### src/rtl/intc_pkg.sv
// rtl/intc_pkg.sv - shared types and helpers for the interrupt controller
//
// Purpose: FSM state encoding, trigger-mode constants and a constant-foldable
//          clog2 used to size the cause ID.
// Ports:   none (package).

package intc_pkg;

  typedef enum logic [1:0] {
    ST_IDLE    = 2'd0,
    ST_REQ     = 2'd1,
    ST_SERVICE = 2'd2
  } intc_state_e;

  localparam logic MODE_LEVEL = 1'b0;
  localparam logic MODE_EDGE  = 1'b1;

  function automatic int clog2(input int n);
    int r;
    r = 0;
    while ((1 << r) < n) r++;
    return r;
  endfunction

endpackage

### src/rtl/intc_sync_edge.sv
// rtl/intc_sync_edge.sv - per-source synchroniser and edge/level event detector
//
// Purpose: brings one asynchronous source into the clock domain through a
//          SYNC_STAGES flop chain and reports an event either on a rising
//          edge or while the source is high, depending on mode_i.
// Ports:
//   clk_i    - system clock
//   rst_i    - synchronous active-high reset
//   src_i    - raw asynchronous source
//   mode_i   - 1 = rising-edge triggered, 0 = level (active-high)
//   event_o  - combinational event for the pending register

module intc_sync_edge
  import intc_pkg::*;
#(
  parameter int SYNC_STAGES = 2
) (
  input  logic clk_i,
  input  logic rst_i,
  input  logic src_i,
  input  logic mode_i,
  output logic event_o
);

  logic [SYNC_STAGES-1:0] sync_q;
  logic                   prev_q;
  logic                   sync_s;

  assign sync_s = sync_q[SYNC_STAGES-1];

  always_ff @(posedge clk_i) begin
    if (rst_i) begin
      sync_q <= '0;
      prev_q <= 1'b0;
    end else begin
      sync_q <= {sync_q[SYNC_STAGES-2:0], src_i};
      prev_q <= sync_s;
    end
  end

  // Mode is sampled combinationally so a change applies at the very next edge.
  assign event_o = (mode_i == MODE_EDGE) ? (sync_s & ~prev_q) : sync_s;

endmodule

### src/rtl/interrupt_controller.sv
// rtl/interrupt_controller.sv - multi-source interrupt controller with ACK/EOI handshake
//
// Purpose: synchronises NUM_SRC sources, latches events into a pending
//          register, masks and fixed-priority encodes them (lowest index
//          wins) and drives a single registered IRQ with an ACK/EOI handshake.
// Ports:
//   CLK     - system clock, rising edge
//   Reset   - synchronous active-high reset
//   Src     - raw asynchronous sources
//   Mode    - per source: 1 = rising edge, 0 = level
//   Enable  - per-source mask for raising IRQ
//   CLR     - per-source pending clear strobe
//   IRQ     - registered interrupt request
//   Cause   - registered index of the requested/serviced source
//   Ack     - CPU accepts the request (honoured only in REQ)
//   EOI     - end of service (honoured only in SERVICE)
//   Busy    - high while in SERVICE
//   State   - pending register, for debug display

module interrupt_controller
  import intc_pkg::*;
#(
  parameter int NUM_SRC     = 8,
  parameter int SYNC_STAGES = 2,
  parameter int ID_W        = clog2(NUM_SRC)
) (
  input  logic               CLK,
  input  logic               Reset,
  input  logic [NUM_SRC-1:0] Src,
  input  logic [NUM_SRC-1:0] Mode,
  input  logic [NUM_SRC-1:0] Enable,
  input  logic [NUM_SRC-1:0] CLR,
  output logic               IRQ,
  output logic [ID_W-1:0]    Cause,
  input  logic               Ack,
  input  logic               EOI,
  output logic               Busy,
  output logic [NUM_SRC-1:0] State
);

  logic [NUM_SRC-1:0] evt;
  logic [NUM_SRC-1:0] pend_q, pend_d;
  logic [NUM_SRC-1:0] clr_vec;
  logic [NUM_SRC-1:0] eligible;
  logic [ID_W-1:0]    win_id;
  logic               win_valid;
  logic               cause_eligible;
  logic               ack_take;

  intc_state_e        state_q;
  logic               irq_q;
  logic               busy_q;
  logic [ID_W-1:0]    cause_q;

  for (genvar g = 0; g < NUM_SRC; g++) begin : g_src
    intc_sync_edge #(
      .SYNC_STAGES(SYNC_STAGES)
    ) u_sync (
      .clk_i  (CLK),
      .rst_i  (Reset),
      .src_i  (Src[g]),
      .mode_i (Mode[g]),
      .event_o(evt[g])
    );
  end

  assign ack_take = (state_q == ST_REQ) && Ack;
  assign eligible = pend_q & Enable;

  // Clear vector folds the accepted cause into the software clears.
  always_comb begin
    clr_vec        = '0;
    cause_eligible = 1'b0;
    for (int i = 0; i < NUM_SRC; i++) begin
      clr_vec[i] = CLR[i] | (ack_take && (cause_q == ID_W'(i)));
      if (cause_q == ID_W'(i)) cause_eligible = eligible[i];
    end
  end

  // Set dominates clear so an event coinciding with a clear is never lost.
  assign pend_d = (pend_q & ~clr_vec) | evt;

  // Scan from the top down so the lowest eligible index is the last to write.
  always_comb begin
    win_id    = '0;
    win_valid = |eligible;
    for (int i = NUM_SRC - 1; i >= 0; i--) begin
      if (eligible[i]) win_id = ID_W'(i);
    end
  end

  always_ff @(posedge CLK) begin
    if (Reset) begin
      pend_q <= '0;
    end else begin
      pend_q <= pend_d;
    end
  end

  always_ff @(posedge CLK) begin
    if (Reset) begin
      state_q <= ST_IDLE;
      irq_q   <= 1'b0;
      busy_q  <= 1'b0;
      cause_q <= '0;
    end else begin
      case (state_q)
        ST_IDLE: begin
          if (win_valid) begin
            cause_q <= win_id;
            irq_q   <= 1'b1;
            state_q <= ST_REQ;
          end
        end
        ST_REQ: begin
          // Cause stays frozen here; a higher-priority arrival waits its turn.
          if (Ack) begin
            irq_q   <= 1'b0;
            busy_q  <= 1'b1;
            state_q <= ST_SERVICE;
          end else if (!cause_eligible) begin
            irq_q   <= 1'b0;
            state_q <= ST_IDLE;
          end
        end
        ST_SERVICE: begin
          if (EOI) begin
            busy_q  <= 1'b0;
            state_q <= ST_IDLE;
          end
        end
        default: begin
          irq_q   <= 1'b0;
          busy_q  <= 1'b0;
          state_q <= ST_IDLE;
        end
      endcase
    end
  end

  assign IRQ   = irq_q;
  assign Cause = cause_q;
  assign Busy  = busy_q;
  assign State = pend_q;

endmodule

### config.mk
export PLATFORM = sky130hd
export DESIGN_NAME = interrupt_controller
export DESIGN_NICKNAME = d
export VERILOG_FILES = /design/src/rtl/intc_pkg.sv /design/src/rtl/intc_sync_edge.sv /design/src/rtl/interrupt_controller.sv
export SDC_FILE = /design/constraint.sdc
export NUM_CORES = 1
export LEC_CHECK = 0
export BUFFER_PORTS_ARGS = -buffer_cell sky130_fd_sc_hd__buf_2
export CORE_MARGIN = 1.5
export CORE_UTILIZATION = 55
export CTS_BUF_LIST = sky130_fd_sc_hd__clkbuf_8
export DETAILED_ROUTE_END_ITERATION = 8
export MAX_ROUTING_LAYER = met4
export PLACE_DENSITY = 0.9
export REMOVE_ABC_BUFFERS = 1
export SYNTH_ARGS = -nofsm -noshare
export SYNTH_HDL_FRONTEND = slang
export SYNTH_SLANG_ARGS = --single-unit
### constraint.sdc
create_clock -name CLK -period 2.75 [get_ports CLK]
set_input_delay 0.1375 -clock CLK [delete_from_list [all_inputs] [get_ports CLK]]
set_output_delay 0.1375 -clock CLK [all_outputs]
set_load 0.01 [all_outputs]
==> impl_metrics.csv <==
group,metric,value,unit
run_status,outcome,"finished, final reports clean",
drt,vias,1301,
placement,hpwl,2420,um
synth,ys.warnings.count,0,
timing,rsz0062_at_grt,"false",
cts,cts_hold_buffers,0,
synth,ys_ff_latch,39,
cts,clkLatencyLatePin,0.29,ns
die,die_h,55.0,um
cts,clock_sinks,39,
synth,syn_avg_cell_area,9.31,um2
power,switching_share,21.6,%
cells_and_area,nFillCells,201,
critical_path,crit_buf_inv,0,
cells_and_area,final_cell_mix,"buf_2, dfxtp_1, nand2_1",
cts,numCtsBuffers,5,
critical_path,arrival,1.80,ns
power,pwr-share-comb,9.8,%
power,pwr-share-seq,47.5,%
die,die_x,55.0,um
critical_path,max_stage_delay,0.57,ns
global_routing,first_global_vias,1127,
global_routing,antenna_found_initial,0,
placement,io_buffers,48,
global_routing,grt.total_usage,23.9,%
drt,drc,0,
cells_and_area,syn_to_final_growth,25.5,%
critical_path,r2r_slack,1.09,ns
critical_path,end_kind,"flip-flop",
timing,fin_hold_ws,0.0536,ns
critical_path,timing.rr.end,"state_q[0]",
synth,synthesis.area,0.00149,mm2
drt,postRouteAntennaNets,0,
cells_and_area,antenna_cells,0,
critical_path,crit_type,"reg -> reg",
critical_path,startpoint_type,"flip-flop",
cts,cts-root-buf,"clkbuf_8",
power,p_int,1.01,mW
power,power.density,690,mW/mm2
synth,synth_edf_count,0,
timing,relSlewSlack,54.7,%
timing,fmax,603,MHz
timing,report.final.slew_viol_count,0,
critical_path,cp_cell_sequence,"and2b_2 -> a311o_1 -> o211ai_1 -> a211oi_1",
cts,cts_htree_levels,2,
synth,async_flop_share,0,%
power,power_switching,0.278,mW
drt,wire_per_inst,13.3,um
die,die_area,0.00303,mm2
timing,clock_skew,0.00303,ns
die,start_util,59.0,%
global_routing,grt_max_degree,41,
synth,synth_cell_types,26,
drt,viasPerCell,5.42,
power,p_leak,0.811,nW
critical_path,critPathRequiredTime,2.89,ns
drt,routed_wirelength,3200,um
die,pin_count,49,
cells_and_area,drive_above_1_share,28.1,%
critical_path,path_delay_family,"compound AO/OA/AOI/OAI gates",
global_routing,overflow,0,
timing,period_share,60.3,%
drt,first_pass_iters,4,
cts,cts.repair.resized,0,
die,core_area,0.00252,mm2
global_routing,grt_pass1_wl,4800,um
drt,drt_iter0_drc,22,
power,p_clk_share,42.7,%
critical_path,path_max_fanout,14,
synth,ys_seq_area_share,52.4,%
critical_path,ff2ff_path_depth,4,
synth,syn_inst,160,
synth,yosys.area.top_type_share,52.4,%
timing,worstMarginPinSlew,0.679,ns
hold_path,min_delay_worst_endpoint,"g_src[6].u_sync.sync_q[0]",
hold_path,hp-start,"Src[6]",
synth,synthFlopType,"dfxtp_1",
die,rows,18,
cells_and_area,nets,245,
timing,setup_viol,0,
cts,postCtsSetupBuffers,0,
timing,post-route-min-period,1.66,ns
cts,cts_tree,"done",
flow_run,timing.max_cap.violations,0,
cells_and_area,final_common_cell,"buf_2",
timing,tns,0,ns
synth,netlist_top_cells_area,"dfxtp_1, nor2b_1, nand2_1, a32o_1, nor2_1",
synth,synth.largest_area_cell,"dfxtp_1",
hold_path,hold_class,"in -> reg",
critical_path,slowest_stage,"dfxtp_1",
cts,cts_buffer_depth,2,
timing,finalHoldViolations,0,
cts,clkTransAtPathRegs,0.07,ns
critical_path,timing.rr.start,"Cause[1]",
power,ir_worst_vdd,0.576,mV
hold_path,whs_path_depth,2,
placement,gp_congestion,0.892,
-- power by group through the flow --
stage / Clock, mW / Sequential (mW) / Combinational, mW
after floorplan: 0 / 0.625 / 0.0630
after global placement: 0 / 0.623 / 0.122
after detailed placement: 0 / 0.625 / 0.126
after CTS: 0.557 / 0.612 / 0.126
after global routing: 0.578 / 0.616 / 0.142
final: 0.550 / 0.613 / 0.126
-- cell usage after synthesis (2+ instances only) --
cell / number
nand3b_1: 3
a22oi_1: 4
nor2_1: 14
o21ai_0: 3
nand2_1: 27
nand3_1: 3
a32o_1: 8
buf_4: 2
clkbuf_1: 4
a211oi_1: 5
dfxtp_1: 39
a32oi_1: 2
a21oi_1: 8
nor2b_1: 26
-- state kept, by name (all words and copies together) (netlist names) --
| register | cells |
|---|---|
| g_src.u_sync.sync_q | 16 |
| State | 8 |
| g_src.u_sync.prev_q | 8 |
| Cause | 3 |
| state_q | 2 |
| Busy | 1 |
| IRQ | 1 |
-- worst max-delay path by stage --
stage | start | to | slack (ns) | cells after the start
finish | Cause[1] | state_q[0] | 1.09 | 4
global route | Cause[1] | state_q[0] | 0.99 | 4
CTS | Cause[1] | state_q[0] | 1.09 | 4
detailed placement | Cause[1] | state_q[0] | 1.11 | 4
global placement | Cause[1] | state_q[0] | 1.18 | 4
floorplan | Cause[1] | state_q[0] | 1.24 | 4
-- area by class of cell --
cell class	count	area, um2	share of cell area, %
clock inverter	3	63.8	3.41
timing repair buffer	48	240	12.9
sequential	39	781	41.8
multi-input combinational	114	674	36.1
inverter	1	3.75	0.201
tap	30	37.5	2.01
clock buffer	5	68.8	3.68
-- kinds of logic after synthesis --
family / count (synthesis) / share of synthesized area (%)
buf+inv: 7 / 2.27
simple gates: 77 / 25.9
compound gates: 37 / 19.4
flops: 39 / 52.4
-- stage by stage --
stage	instance area (um2)	cells	power [mW]	worst slack (ns)	utilization (%)
after floorplan	1460	154	0.688	1.24	-
after global placement	1740	232	0.745	1.18	68.8
after detailed placement	1740	232	0.751	1.11	68.8
after CTS	1870	240	1.30	1.09	74.1
after global routing	1870	240	1.34	0.994	74.1
final	1870	240	1.29	1.09	74.1
-- layer usage --
layer / vias up / track usage, % / part of all wire, % / wire [um]
li1: 662 / - / - / -
met1: 602 / 25.9 / 42 / 1340
met2: 32 / 39.1 / 52 / 1670
met3: 5 / 8.33 / 4.8 / 155
met4: 0 / 11.8 / 1.3 / 41
met5: - / - / 0 / 0
Power figures use the tool's default switching activity.
